`config.mk`:
```
export PLATFORM = sky130hd
export DESIGN_NAME = decodificador_pt2272
export DESIGN_NICKNAME = d
export VERILOG_FILES = /design/src/rtl/decodificador_pt2272.sv
export SDC_FILE = /design/constraint.sdc
export NUM_CORES = 1
export LEC_CHECK = 0
export BUFFER_PORTS_ARGS = -buffer_cell sky130_fd_sc_hd__buf_2
export CAP_MARGIN = 30
export CORE_ASPECT_RATIO = 1.25
export CORE_UTILIZATION = 49
export DETAILED_ROUTE_END_ITERATION = 6
export GPL_TIMING_DRIVEN = 0
export PLACE_DENSITY = 0.68
export SYNTH_ARGS = -nofsm -noshare
export SYNTH_HDL_FRONTEND = slang
export SYNTH_SLANG_ARGS = --single-unit
```
`constraint.sdc`:
```
create_clock -name clk -period 2.8 [get_ports clk]
set_input_delay 0.42 -clock clk [delete_from_list [all_inputs] [get_ports clk]]
set_output_delay 0.42 -clock clk [all_outputs]
set_load 0.02 [all_outputs]
```
`src/rtl/decodificador_pt2272.sv`:
```
// PT2272-style receiver: measures pulse widths on cod_i, rebuilds the
// 12 tri-state symbols and latches D[3:0] after two matching good frames.
module decodificador_pt2272 #(
    parameter int ALPHA_CLKS = 250
) (
    input  logic       clk,
    input  logic       reset,
    input  logic       cod_i,
    input  logic [7:0] addr_val,
    input  logic [7:0] addr_f,
    output logic [3:0] d_o,
    output logic       dv,
    output logic       frame_ok,
    output logic       sync_det
);

    localparam logic [16:0] SHORT_MIN = 17'(2 * ALPHA_CLKS);
    localparam logic [16:0] LONG_MIN  = 17'(8 * ALPHA_CLKS);
    localparam logic [16:0] LONG_MAX  = 17'(16 * ALPHA_CLKS);
    localparam logic [16:0] SYNC_MIN  = 17'(64 * ALPHA_CLKS);
    localparam logic [16:0] SYNC_MAX  = 17'(192 * ALPHA_CLKS);

    typedef enum logic [1:0] {
        HUNT,
        SYNC_LOW,
        RX_HIGH,
        RX_LOW
    } state_t;

    state_t      state_q;
    logic        cod_s1_q, cod_s2_q, cod_s3_q;
    logic [15:0] cnt_q;
    logic [4:0]  half_idx_q;
    logic [23:0] halves_q;
    logic        high_s_q, high_l_q;
    logic [3:0]  d_q;
    logic        dv_q, frame_ok_q, sync_det_q;
    logic        hist_v_q;
    logic [3:0]  hist_d_q;

    logic        edge_w, fall_w, rise_w;
    logic [16:0] wid;
    logic        is_glitch, is_s, is_l, is_over;
    logic        pair_s, pair_l, bad_sym;
    logic [4:0]  idx_m1;
    logic        hunt_sync, start_rx, to_low, store;
    logic        err_ev, tmo_ev, fend_ev;
    logic        addr_ok_d, data_ok_d;
    logic [3:0]  data_d;

    assign d_o      = d_q;
    assign dv       = dv_q;
    assign frame_ok = frame_ok_q;
    assign sync_det = sync_det_q;

    always_ff @(posedge clk or posedge reset) begin
        if (reset) begin
            cod_s1_q <= 1'b0;
            cod_s2_q <= 1'b0;
            cod_s3_q <= 1'b0;
            cnt_q    <= '0;
        end else begin
            cod_s1_q <= cod_i;
            cod_s2_q <= cod_s1_q;
            cod_s3_q <= cod_s2_q;
            if (edge_w)
                cnt_q <= '0;
            else if (cnt_q != 16'hFFFF)
                cnt_q <= cnt_q + 16'd1;
        end
    end

    // wid is the length of the current level including this cycle
    always_comb begin
        edge_w    = cod_s2_q ^ cod_s3_q;
        fall_w    = edge_w && !cod_s2_q;
        rise_w    = edge_w && cod_s2_q;
        wid       = {1'b0, cnt_q} + 17'd1;
        is_glitch = wid < SHORT_MIN;
        is_s      = !is_glitch && (wid < LONG_MIN);
        is_l      = (wid >= LONG_MIN) && (wid <= LONG_MAX);
        is_over   = wid > LONG_MAX;
        pair_s    = high_s_q && is_l;
        pair_l    = high_l_q && is_s;
        idx_m1    = half_idx_q - 5'd1;
        bad_sym   = half_idx_q[0] && halves_q[idx_m1] && pair_s;
    end

    always_comb begin
        addr_ok_d = 1'b1;
        data_ok_d = 1'b1;
        data_d    = '0;
        for (int i = 0; i < 8; i++) begin
            if (addr_f[i])
                addr_ok_d &= !halves_q[2*i] && halves_q[2*i+1];
            else
                addr_ok_d &= (halves_q[2*i] == addr_val[i])
                          && (halves_q[2*i+1] == addr_val[i]);
        end
        for (int k = 0; k < 4; k++) begin
            if (halves_q[16+2*k] != halves_q[17+2*k])
                data_ok_d = 1'b0;
            data_d[3-k] = halves_q[16+2*k];
        end
    end

    always_comb begin
        hunt_sync = 1'b0;
        start_rx  = 1'b0;
        to_low    = 1'b0;
        store     = 1'b0;
        err_ev    = 1'b0;
        tmo_ev    = 1'b0;
        fend_ev   = 1'b0;
        unique case (state_q)
            HUNT: begin
                hunt_sync = !cod_s2_q && !edge_w && high_s_q
                         && (wid == SYNC_MIN);
            end
            SYNC_LOW: begin
                if (rise_w)
                    start_rx = 1'b1;
                else if (wid == SYNC_MAX)
                    tmo_ev = 1'b1;
            end
            RX_HIGH: begin
                if (fall_w) begin
                    if (is_glitch || is_over)
                        err_ev = 1'b1;
                    else
                        to_low = 1'b1;
                end else if (cod_s2_q && is_over) begin
                    err_ev = 1'b1;
                end
            end
            RX_LOW: begin
                if (half_idx_q < 5'd24) begin
                    if (rise_w) begin
                        if ((pair_s || pair_l) && !bad_sym)
                            store = 1'b1;
                        else
                            err_ev = 1'b1;
                    end else if (is_over) begin
                        err_ev = 1'b1;
                    end
                end else if (rise_w) begin
                    err_ev = 1'b1;
                end else if (wid == SYNC_MIN) begin
                    if (high_s_q)
                        fend_ev = 1'b1;
                    else
                        err_ev = 1'b1;
                end
            end
            default: err_ev = 1'b1;
        endcase
    end

    always_ff @(posedge clk or posedge reset) begin
        if (reset) begin
            state_q    <= HUNT;
            half_idx_q <= '0;
            halves_q   <= '0;
            high_s_q   <= 1'b0;
            high_l_q   <= 1'b0;
            d_q        <= '0;
            dv_q       <= 1'b0;
            frame_ok_q <= 1'b0;
            sync_det_q <= 1'b0;
            hist_v_q   <= 1'b0;
            hist_d_q   <= '0;
        end else begin
            frame_ok_q <= 1'b0;
            sync_det_q <= 1'b0;
            if (fall_w) begin
                high_s_q <= is_s;
                high_l_q <= is_l;
            end
            if (hunt_sync) begin
                sync_det_q <= 1'b1;
                state_q    <= SYNC_LOW;
            end
            if (start_rx) begin
                half_idx_q <= '0;
                state_q    <= RX_HIGH;
            end
            if (to_low)
                state_q <= RX_LOW;
            if (store) begin
                halves_q[half_idx_q] <= pair_l;
                half_idx_q           <= half_idx_q + 5'd1;
                state_q              <= RX_HIGH;
            end
            if (err_ev || tmo_ev) begin
                dv_q     <= 1'b0;
                hist_v_q <= 1'b0;
                state_q  <= HUNT;
            end
            // the terminating sync also opens the next frame
            if (fend_ev) begin
                sync_det_q <= 1'b1;
                state_q    <= SYNC_LOW;
                if (addr_ok_d && data_ok_d) begin
                    frame_ok_q <= 1'b1;
                    hist_v_q   <= 1'b1;
                    hist_d_q   <= data_d;
                    if (hist_v_q && (hist_d_q == data_d)) begin
                        d_q  <= data_d;
                        dv_q <= 1'b1;
                    end else begin
                        dv_q <= 1'b0;
                    end
                end else begin
                    dv_q     <= 1'b0;
                    hist_v_q <= 1'b0;
                end
            end
        end
    end

endmodule

```
== Word-level counts from Yosys, hierarchy flattened ==
Index checks and enable logic that the tools add are counted.
Widths: inputs -> output; s select.

* Register bits after elaboration: 64

* Add/subtract/negate cells: 4
* $lt $le $gt $ge: 9
* Equal/unequal tests: 27
* Multiplexer cells: 65
* Bitwise logic cells: 15
* Reduce and logical (&&, ||, !) cells: 54

{| class="wikitable"
|+ Operator list
! operator !! number
|-
| $mux 1 || 51
|-
| $logic_and 1x1->1 || 32
|-
| $mux 16 || 2
|-
| $bwmux 24 || 1
|-
| $add 16x1->17 const B || 1
|-
| $eq 17x14->1 const B || 1
|-
| $eq 17x16->1 const B || 1
|-
| $ge 17x11->1 const B || 1
|-
| $gt 17x12->1 const B || 1
|-
| $le 17x12->1 const B || 1
|-
| $lt 17x11->1 const B || 1
|-
| $lt 17x9->1 const B || 1
|-
| $add 16x1->16 const B || 1
|-
| $eq 1x1->1 || 16
|-
| $ne 16x16->1 const B || 1
|-
| $and 1x1->1 || 14
|-
| $logic_not 1->1 || 12
|-
| $lt 5x6->1 const B || 2
|-
| $mux 2 || 6
|-
| $mux 5 || 2
|-
| $reduce_bool 2->1 || 3
|-
| $reduce_bool 6->1 || 1
|-
| $add 5x1->5 const B || 1
|-
| $bmux 1 s5 || 1
|-
| other kinds (14) || 20
|}

== Depth between registers and ports, before layout ==
Gate-level depths: netlist (run 1).

* Depth in word-level cells: 20
* Gate-level depth with buffers: 12
* Depth with buffers taken out: 11

== Worst setup path before layout (run 1) ==
No wires, ideal clock.

* Path type: register to register
* Start: register half_idx_q[0]
* End: register halves_q[4]
* Library setup time: 125 ps
* Arrival time: 2,780 ps
* Setup slack: -104 ps
* Stages on the path, launching flop included: 13
* Cells stage by stage: dfrtp_1 -> inv_1 -> ha_1 -> nor2b_1 -> xnor2_1 -> mux4_2 -> mux2i_1 -> o31a_1 -> and3_1 -> o21bai_2 -> buf_2 -> nor2_1 -> mux2_2

* Cells in the longest elaborated chain, start to end: 11
* Elaborated cells between the ends (all ways): 18
* Classes of those cells: 1 x add/sub; 3 x order compare; 9 x mux; 5 x reduce/logical

{| class="wikitable"
|+ Ends and longest elaborated chain
! what !! RTL line !! text
|-
| from (decl) || 33 || <nowiki>logic [4:0] half_idx_q;</nowiki>
|-
| from (signal assigned) || 191 || <nowiki>half_idx_q <= half_idx_q + 5'd1;</nowiki>
|-
| $sub 5x1->5 || 85 || <nowiki>idx_m1 = half_idx_q - 5'd1;</nowiki>
|-
| $bmux 1 s5 || 86 || <nowiki>bad_sym = half_idx_q[0] && halves_q[idx_m1] && pair_s;</nowiki>
|-
| $mux 1 (not written as such) || 86 ||
|-
| $logic_and 1x1->1 (2 in series) || 86 ||
|-
| $logic_not 1->1 || 139 || <nowiki>if ((pair_s || pair_l) && !bad_sym)</nowiki>
|-
| $logic_and 1x1->1 || 139 ||
|-
| $mux 1 || 139 ||
|-
| $mux 1 || 138 || <nowiki>if (rise_w) begin</nowiki>
|-
| $mux 1 || 137 || <nowiki>if (half_idx_q < 5'd24) begin</nowiki>
|-
| $mux 1 || 115 || <nowiki>unique case (state_q)</nowiki>
|-
| to (signal, indexed assignment) || 190 || <nowiki>halves_q[half_idx_q] <= pair_l;</nowiki>
|-
| to (decl) || 34 || <nowiki>logic [23:0] halves_q;</nowiki>
|}

Several ways; a longest one is shown, not always the timed one. The select of a mux whose other input is x is not followed.
A chain may end at the register's enable or synchronous reset.

== Final worst setup path (run 1) ==
* Start: register half_idx_q[1]
* End: register halves_q[19]

The elaborated chain is that of the path after synthesis.

==> key figures, run 1 <==
Clock network
  • Clk sinks: 64
  • CTS Root Cell: sky130_fd_sc_hd__clkbuf_8
  • Num CTS Buffers: 9
  • Maximum number of buffers from clock root to sink: 2
  • Clock slew seen by the registers of the worst setup and hold paths: 70 ps
  • Worst skew pair latency: 350 ps
  • Clock tree from TritonCTS: done
  • H-tree lvl count: 3
  • Hold-fix buffers, CTS: 0

Routing
  • Detailed Route Iter0 Violations: 240
  • Vias/cell: 6.08
  • Detailed-routing iteration count for the pre-antenna-repair pass: 5
  • Routed length on met3: 364 µm
  • Total number of vias: 3746
  • Top layer in use: met4
  • Total detailed-routing wirelength: 11.9 mm
  • Count of unresolved DRC violations after routing: 0
  • Detailed route wirelength on metal2: 6.42 mm
  • Met1 layer wirelength in the final routing: 4.55 mm
  • Number of nets still failing antenna checks after routing: 0
  • Post-detailed-route wirelength per cell: 19.3 µm

Timing
  • Final Worst Setup Slack: -251 ps
  • Post-route minimum period: 3050 ps
  • Slew at the pin closest to its max-slew limit: 698 ps
  • Fmax: 0.328 GHz
  • Worst Skew: 8.91 ps
  • Final-layout worst hold slack: 167 ps
  • Final slew viol count: 0
  • Worst rel slew slack: 0.534
  • Setup-violating endpoint count in the final report: 36
  • Ratio of final minimum period to clock period: 1.09
  • Setup repair after global routing missed its margin: true
  • Final hold violations: 0

Global route
  • Number of global-route vias before repair: 3799
  • Maximum number of pins on one net before global-route repair: 34
  • Tot GR Track Use: 0.275
  • Antenna violations before repair: 0
  • Total congestion overflow: 0
  • Global-route wire length before repair: 18.8 mm

Finish
  • Area of all placed cells without fillers: 0.00559 mm²
  • Area of the multi-input gates: 0.00295 mm²
  • Register cell area after layout: 0.00161 mm²
  • Final antenna diode count: 0
  • Fillers: 602
  • # nets final: 543
  • Fraction of final layout cells sized beyond drive strength 1: 0.410
  • Area Overhead vs Synth: 35.5%

Critical path
  • Arrival time at the worst endpoint: 3290 ps
  • R2R setup slack: -250 ps
  • Worst R2R Start: half_idx_q[1]
  • Capturing point of the worst reg2reg path: halves_q[19]
  • CP Launch Type: register
  • Type of the worst setup path: reg -> reg
  • Largest fanout of any net on the critical path: 7
  • CP cell instances: inv_1 > ha_4 > nor2b_4 > xnor2_4 > mux4_2 > mux2i_2 > o31a_1 > and3_4 > o21bai_4 > buf_8 > nor2_4 > mux2_4
  • Type of element capturing the critical path: register
  • Worst Reg2Reg Path Length in Cells: 12
  • Worst Path Buf+Inv: 2
  • Master of the slowest instance on the critical path: sky130_fd_sc_hd__mux4_2
  • Cell family with most CP delay: multiplexers
  • Delay of the slowest critical-path stage: 560 ps
  • Worst endpoint required time: 3040 ps

Place
  • Count of buffers from port buffering: 25
  • Final HPWL from detailed placement: 7.38 mm
  • Area after DPL: 0.00446 mm²
  • Global placer's final weighted congestion: 0.872

Floorplan
  • Number of rows in the core area: 37
  • Overall die height: 105 µm
  • Die Outline Area: 0.00878 mm²
  • Placeable Area: 0.00819 mm²
  • Number of top-level design ports: 26
  • Die outline width: 84.0 µm
  • Initial standard-cell utilization of the core: 0.503

Yosys
  • Most used flip-flop cell after synthesis: sky130_fd_sc_hd__dfrtp_1
  • Number of flip-flops and latches in the synthesized netlist: 64
  • Mean instance size in the synthesized netlist: 9.28 µm²
  • Cells after Synth: 444
  • Async set-or-reset flop fraction in the synthesized netlist: 1.00
  • Proportion of synthesized chip area in sequential cells: 0.389
  • Number of enable-type register cells in the synthesized netlist: 0
  • Count of unique library cells instantiated by Yosys: 65
  • Synth warn: 0
  • Post-synth design cell area: 0.00412 mm²
  • Synthesized net count: 473

Power
  • Internal power: 0.00145 W
  • Clk network pwr share: 0.417
  • VDD IR-drop max: 0.318 mV
  • Switching share of power: 0.250
  • Final Power: 0.00193 W
  • Power spent charging and discharging nets: 0.000483 W
  • Sequential group share of total power: 0.489
  • Static Leakage: 2.30 nW
  • Power density normalized to cell area: 346 mW/mm²
  • Portion of total power attributed to combinational logic: 0.094

Run
  • MaxCap Viol Count: 0

Run status
  • Failing checks: setup timing
  • Outcome: finished with violations

Min path
  • Hold/Removal Path Class: in -> async
==> cells in the final DEF (no fill, tap or decap), types with 9 or more instances in the layout <==
cell type / netlist / layout
sky130_fd_sc_hd__buf_4: 3 / 24
sky130_fd_sc_hd__inv_1: 13 / 11
sky130_fd_sc_hd__a22oi_1: 10 / 10
sky130_fd_sc_hd__dfrtp_1: 64 / 61
sky130_fd_sc_hd__xnor2_1: 10 / 9
sky130_fd_sc_hd__buf_6: 1 / 15
sky130_fd_sc_hd__mux2_4: 4 / 28
sky130_fd_sc_hd__xor2_1: 14 / 10
sky130_fd_sc_hd__nor2_4: 0 / 23
sky130_fd_sc_hd__nand2_1: 57 / 57
sky130_fd_sc_hd__a21oi_1: 16 / 16
sky130_fd_sc_hd__nand3_1: 21 / 16
sky130_fd_sc_hd__buf_2: 8 / 27
sky130_fd_sc_hd__clkbuf_8: 0 / 10
sky130_fd_sc_hd__clkbuf_1: 14 / 10
sky130_fd_sc_hd__nor2_1: 36 / 13
sky130_fd_sc_hd__nand4_1: 12 / 12
==> power by group through the flow <==
stage | clock network, W | registers [W] | logic, W
3_5_place_dp | 0 | 0.000958 | 0.000133
5_1_grt | 0.000855 | 0.000945 | 0.000199
6_report | 0.000806 | 0.000945 | 0.000181
2_1_floorplan | 0 | 0.000956 | 0.0000840
4_1_cts | 0.000813 | 0.000940 | 0.000156
3_3_place_gp | 0 | 0.000957 | 0.000125
==> final cells by class <==
cell class / count / area share
buffer: 25 / 0.0361
timing repair buffer: 61 / 0.0822
clock buffer: 11 / 0.0253
clock inverter: 5 / 0.0101
tap: 97 / 0.0217
inverter: 14 / 0.00985
sequential: 64 / 0.287
multi-input combinational: 339 / 0.527
==> per-stage QoR <==
stage	util	instances	setup TNS, ps	worst slack [ps]
6_report	0.682	616	-6490	-251
2_1_floorplan	-	444	-772	-35.4
4_1_cts	0.641	604	-6290	-227
3_3_place_gp	0.540	566	-17660	-593
5_1_grt	0.682	616	-8900	-316
3_5_place_dp	0.544	568	-14060	-568
==> worst max path at each step <==
stage,slack [ps],cells past startpoint,startpoint,end
6_report,-250,12,half_idx_q[1],halves_q[19]
5_1_grt,-320,12,half_idx_q[1],halves_q[19]
4_1_cts,-230,12,cnt_q[0],halves_q[7]
3_5_place_dp,-570,9,half_idx_q[4],d_o[1]
3_3_place_gp,-590,8,cnt_q[0],halves_q[11]
2_1_floorplan,-40,12,cnt_q[4],halves_q[4]
==> per-layer routing <==
metal,vias to the layer above,track usage
li1,1732,-
met1,1856,0.306
met2,114,0.495
met3,44,0.0427
met4,0,0.160
met5,-,0
==> timing repair <==
| item | 4_1_cts | 5_1_grt |
|---|---|---|
| setup endpoints to repair | 41 | 41 |
| pin swaps | 41 | 28 |
| gates resized for setup | 121 | 51 |
| cloned | 3 | 1 |
| buffers inserted | 17 | 13 |
==> cells in the mapped netlist (all sizes together), types with 3 or more instances <==
cell type | n | area, µm²
a211oi | 3 | 22.5
a21o | 4 | 30.0
a21oi | 16 | 80.1
a22oi | 10 | 75.1
a31oi | 6 | 43.8
and2 | 5 | 31.3
and3 | 9 | 61.3
and4 | 5 | 48.8
buf | 13 | 77.6
clkbuf | 14 | 52.6
dfrtp | 64 | 1600
ha | 10 | 125
inv | 14 | 52.6
mux2 | 29 | 342
mux4 | 3 | 67.6
nand2 | 57 | 214
nand2b | 6 | 37.5
nand3 | 23 | 133
nand3b | 3 | 22.5
nand4 | 13 | 96.3
nor2 | 36 | 135
nor2b | 4 | 25.0
nor3 | 9 | 45.0
nor3b | 4 | 30.0
nor4 | 3 | 18.8
nor4b | 5 | 50.0
o21ai | 15 | 78.8
o31ai | 10 | 75.1
xnor2 | 10 | 87.6
xor2 | 14 | 123
==> registers in the layout (all words and copies together), names as in the netlist <==
name,flops
dv,1
cnt_q,16
cod_s3_q,1
d_o,4
cod_s2_q,1
high_l_q,1
state_q,2
sync_det,1
halves_q,24
half_idx_q,5
cod_s1_q,1
frame_ok,1
high_s_q,1
hist_v_q,1
hist_d_q,4
==> cell families (layout without fill, tap and decap cells) <==
| kind of cell | Yosys count | count (layout) | share of synthesized area |
|---|---|---|---|
| muxes | 34 | 34 | 0.104 |
| adders and majority gates | 10 | 10 | 0.0304 |
| xor gates and xnor gates | 24 | 24 | 0.0510 |
| AOI/OAI and AO/OA | 78 | 78 | 0.128 |
| DFF | 64 | 64 | 0.389 |
| buffers and inverters | 41 | 116 | 0.0443 |
| and+or+nand+nor | 193 | 193 | 0.253 |
Power figures use the tool's default switching activity.
==> run 2, diff against run 1 <==
CTS_BUF_LIST = sky130_fd_sc_hd__clkbuf_4 sky130_fd_sc_hd__clkbuf_8   (was unset)
==> run 2 against run 1 <==
  * The run still ends with setup timing left
  * Register-to-register slack about the same
  * Fmax about the same
  * First-iteration DRC count decreased by 2.5%
  * Non-clock buffer count unchanged
  * Clock power increased by 0.5%
  * Utilization about the same
  * Die area unchanged
  * Power increased by 0.18%
  * Design area about the same
  * Critical endpoint unchanged
  * Via count decreased by 0.11%
==> key figures, run 2 (synthesis results as in run 1) <==
Routing
  • Detailed Route Iter0 Violations: 234 (-2.5%)
  • Total number of vias: 3742 (-0.11%)
  • Post-detailed-route wirelength per cell: 19.2 µm (-0.46%)
  • Number of nets still failing antenna checks after routing: 0 (unchanged)
  • Detailed-routing iteration count for the pre-antenna-repair pass: 4 (-1)
  • Total detailed-routing wirelength: 11.8 mm (-0.46%)
  • Count of unresolved DRC violations after routing: 0 (unchanged)
  • Vias/cell: 6.07 (-0.11%)

Finish
  • Most common library cell in the layout ignoring fill and taps: sky130_fd_sc_hd__dfrtp_1
  • Number of flip-flops under the largest register name: 24 (unchanged)
  • Final antenna diode count: 0 (unchanged)
  • Highest-count cells in the layout ignoring fill and taps: sky130_fd_sc_hd__dfrtp_1, sky130_fd_sc_hd__nand2_1, sky130_fd_sc_hd__mux2_4
  • Area Overhead vs Synth: 35.6% (about the same)
  • # nets final: 543 (unchanged)
  • Area of all placed cells without fillers: 0.00559 mm² (about the same)
  • Top register by number of flip-flops: halves_q
  • Regs by FF count: halves_q x24, cnt_q x16, half_idx_q x5
  • Fillers: 600 (-0.33%)
  • Fraction of final layout cells sized beyond drive strength 1: 0.412 (+0.00193)

Timing
  • Final slew viol count: 0 (unchanged)
  • Worst Skew: 6.70 ps (-2.21 ps)
  • Final hold violations: 0 (unchanged)
  • Post-route minimum period: 3050 ps (+0.409 ps)
  • Final Worst Setup Slack: -251 ps (-0.409 ps)
  • Setup repair after global routing missed its margin: true
  • Slew at the pin closest to its max-slew limit: 698 ps (+0.284 ps)
  • Fmax: 0.328 GHz (about the same)
  • Setup-violating endpoint count in the final report: 36 (unchanged)
  • Worst rel slew slack: 0.534 (about the same)
  • Ratio of final minimum period to clock period: 1.09 (about the same)

Run status
  • Outcome: finished with violations
  • Failing checks: setup timing

Floorplan
  • Number of rows in the core area: 37 (unchanged)
  • Die outline width: 84.0 µm (unchanged)
  • Placeable Area: 0.00819 mm² (unchanged)
  • Overall die height: 105 µm (unchanged)
  • Initial standard-cell utilization of the core: 0.503 (unchanged)
  • Die Outline Area: 0.00878 mm² (unchanged)
  • Number of top-level design ports: 26 (unchanged)

Clock network
  • Clock tree from TritonCTS: done
  • Num CTS Buffers: 9 (unchanged)
  • Clock slew seen by the registers of the worst setup and hold paths: 70 ps (about the same)
  • H-tree lvl count: 3 (unchanged)
  • Maximum number of buffers from clock root to sink: 2 (unchanged)
  • Worst skew pair latency: 350 ps (about the same)
  • CTS Root Cell: sky130_fd_sc_hd__clkbuf_8
  • Clk sinks: 64 (unchanged)

Critical path
  • Type of element capturing the critical path: register
  • Type of the worst setup path: reg -> reg
  • Worst Path Buf+Inv: 2 (unchanged)
  • Delay of the slowest critical-path stage: 560 ps (about the same)
  • CP Launch Type: register
  • Master of the slowest instance on the critical path: sky130_fd_sc_hd__mux4_2
  • Largest fanout of any net on the critical path: 7 (unchanged)
  • Cell family with most CP delay: multiplexers
  • Worst endpoint required time: 3040 ps (about the same)
  • Arrival time at the worst endpoint: 3290 ps (about the same)
  • CP cell instances: inv_1 > ha_4 > nor2b_4 > xnor2_4 > mux4_2 > mux2i_2 > o31a_1 > and3_4 > o21bai_4 > buf_8 > nor2_4 > mux2_4

Place
  • Count of buffers from port buffering: 25 (unchanged)
  • Area after DPL: 0.00446 mm² (unchanged)
  • Global placer's final weighted congestion: 0.872 (unchanged)
  • Placement Setup Slack: -568 ps (unchanged)
  • Final HPWL from detailed placement: 7.38 mm (unchanged)

Global route
  • Global-route wire length before repair: 18.8 mm (about the same)
  • Total congestion overflow: 0 (unchanged)
  • Number of global-route vias before repair: 3801 (+0.053%)
  • Antenna violations before repair: 0 (unchanged)
  • Maximum number of pins on one net before global-route repair: 34 (unchanged)
  • Tot GR Track Use: 0.276 (about the same)

Power
  • VDD IR-drop max: 0.317 mV (-0.27%)
  • Power density normalized to cell area: 346 mW/mm² (+0.11%)
  • Static Leakage: 2.30 nW (+0.15%)

Run
  • MaxCap Viol Count: 0 (unchanged)

Min path
  • Hold/Removal Path Class: in -> async
## run 2: cell counts in the layout (fill, tap and decap cells not counted)
No cell type changed its count.
## run 2: layer usage
layer	up-vias	GRT usage	wire, µm
met5	-	0	0
met4	0	0.160	647
met3	56	0.0427	346
met2	120	0.495	6350
met1	1838	0.307	4460
li1	1728	-	-
## run 2: area by class of cell
cell class	count	area [µm²]	area share
plain buffers	25	201	0.0360
flip-flops and latches	64	1610	0.287
repair buffers	61	459	0.0821
clock buffers	11	145	0.0260
well taps	97	121	0.0217
clock inverters	5	56.3	0.0101
multi-input cells	339	2950	0.527
inverters	14	55.1	0.00985
## run 2: final timing paths
kind / startpoint / endpoint / slack, ps / cells past startpoint
max: half_idx_q[1] / halves_q[19] / -250 / 12
max reg2reg: half_idx_q[1] / halves_q[19] / -250 / 12
min in group clk: cod_i / cod_s1_q / 170 / 1
min: reset / d_o[0] / 170 / 2
max in group asynchronous: reset / half_idx_q[0] / 2000 / 3
min reg2reg: cod_s1_q / cod_s2_q / 350 / 0
## run 2: repair_timing
item	in CTS	in global routing
hold buffers	0	0
gates cloned	3	1
setup endpoints to repair	41	41
gates resized for setup	121	51
pin swaps	41	28
setup buffers	17	13
## run 2: through the flow
stage | power [W] | instances | setup TNS, ps | hold slack, ps | util
6_report | 0.00194 | 616 | -6470 | 168 | 0.682
4_1_cts | 0.00192 | 604 | -6300 | 169 | 0.641
3_5_place_dp | 0.00109 | 568 | -14060 | 343 | 0.544
3_3_place_gp | 0.00108 | 566 | -17660 | 336 | 0.540
5_1_grt | 0.00201 | 616 | -8920 | 161 | 0.682
2_1_floorplan | 0.00104 | 444 | -772 | 331 | -
## run 2: where the power goes
part	internal (W)	total (W)	switching [W]
Clock	0.000443	0.000810	0.000367
Sequential	0.000934	0.000945	0.0000104
Combinational	0.0000809	0.000181	0.0000998
Total	0.00146	0.00194	0.000477
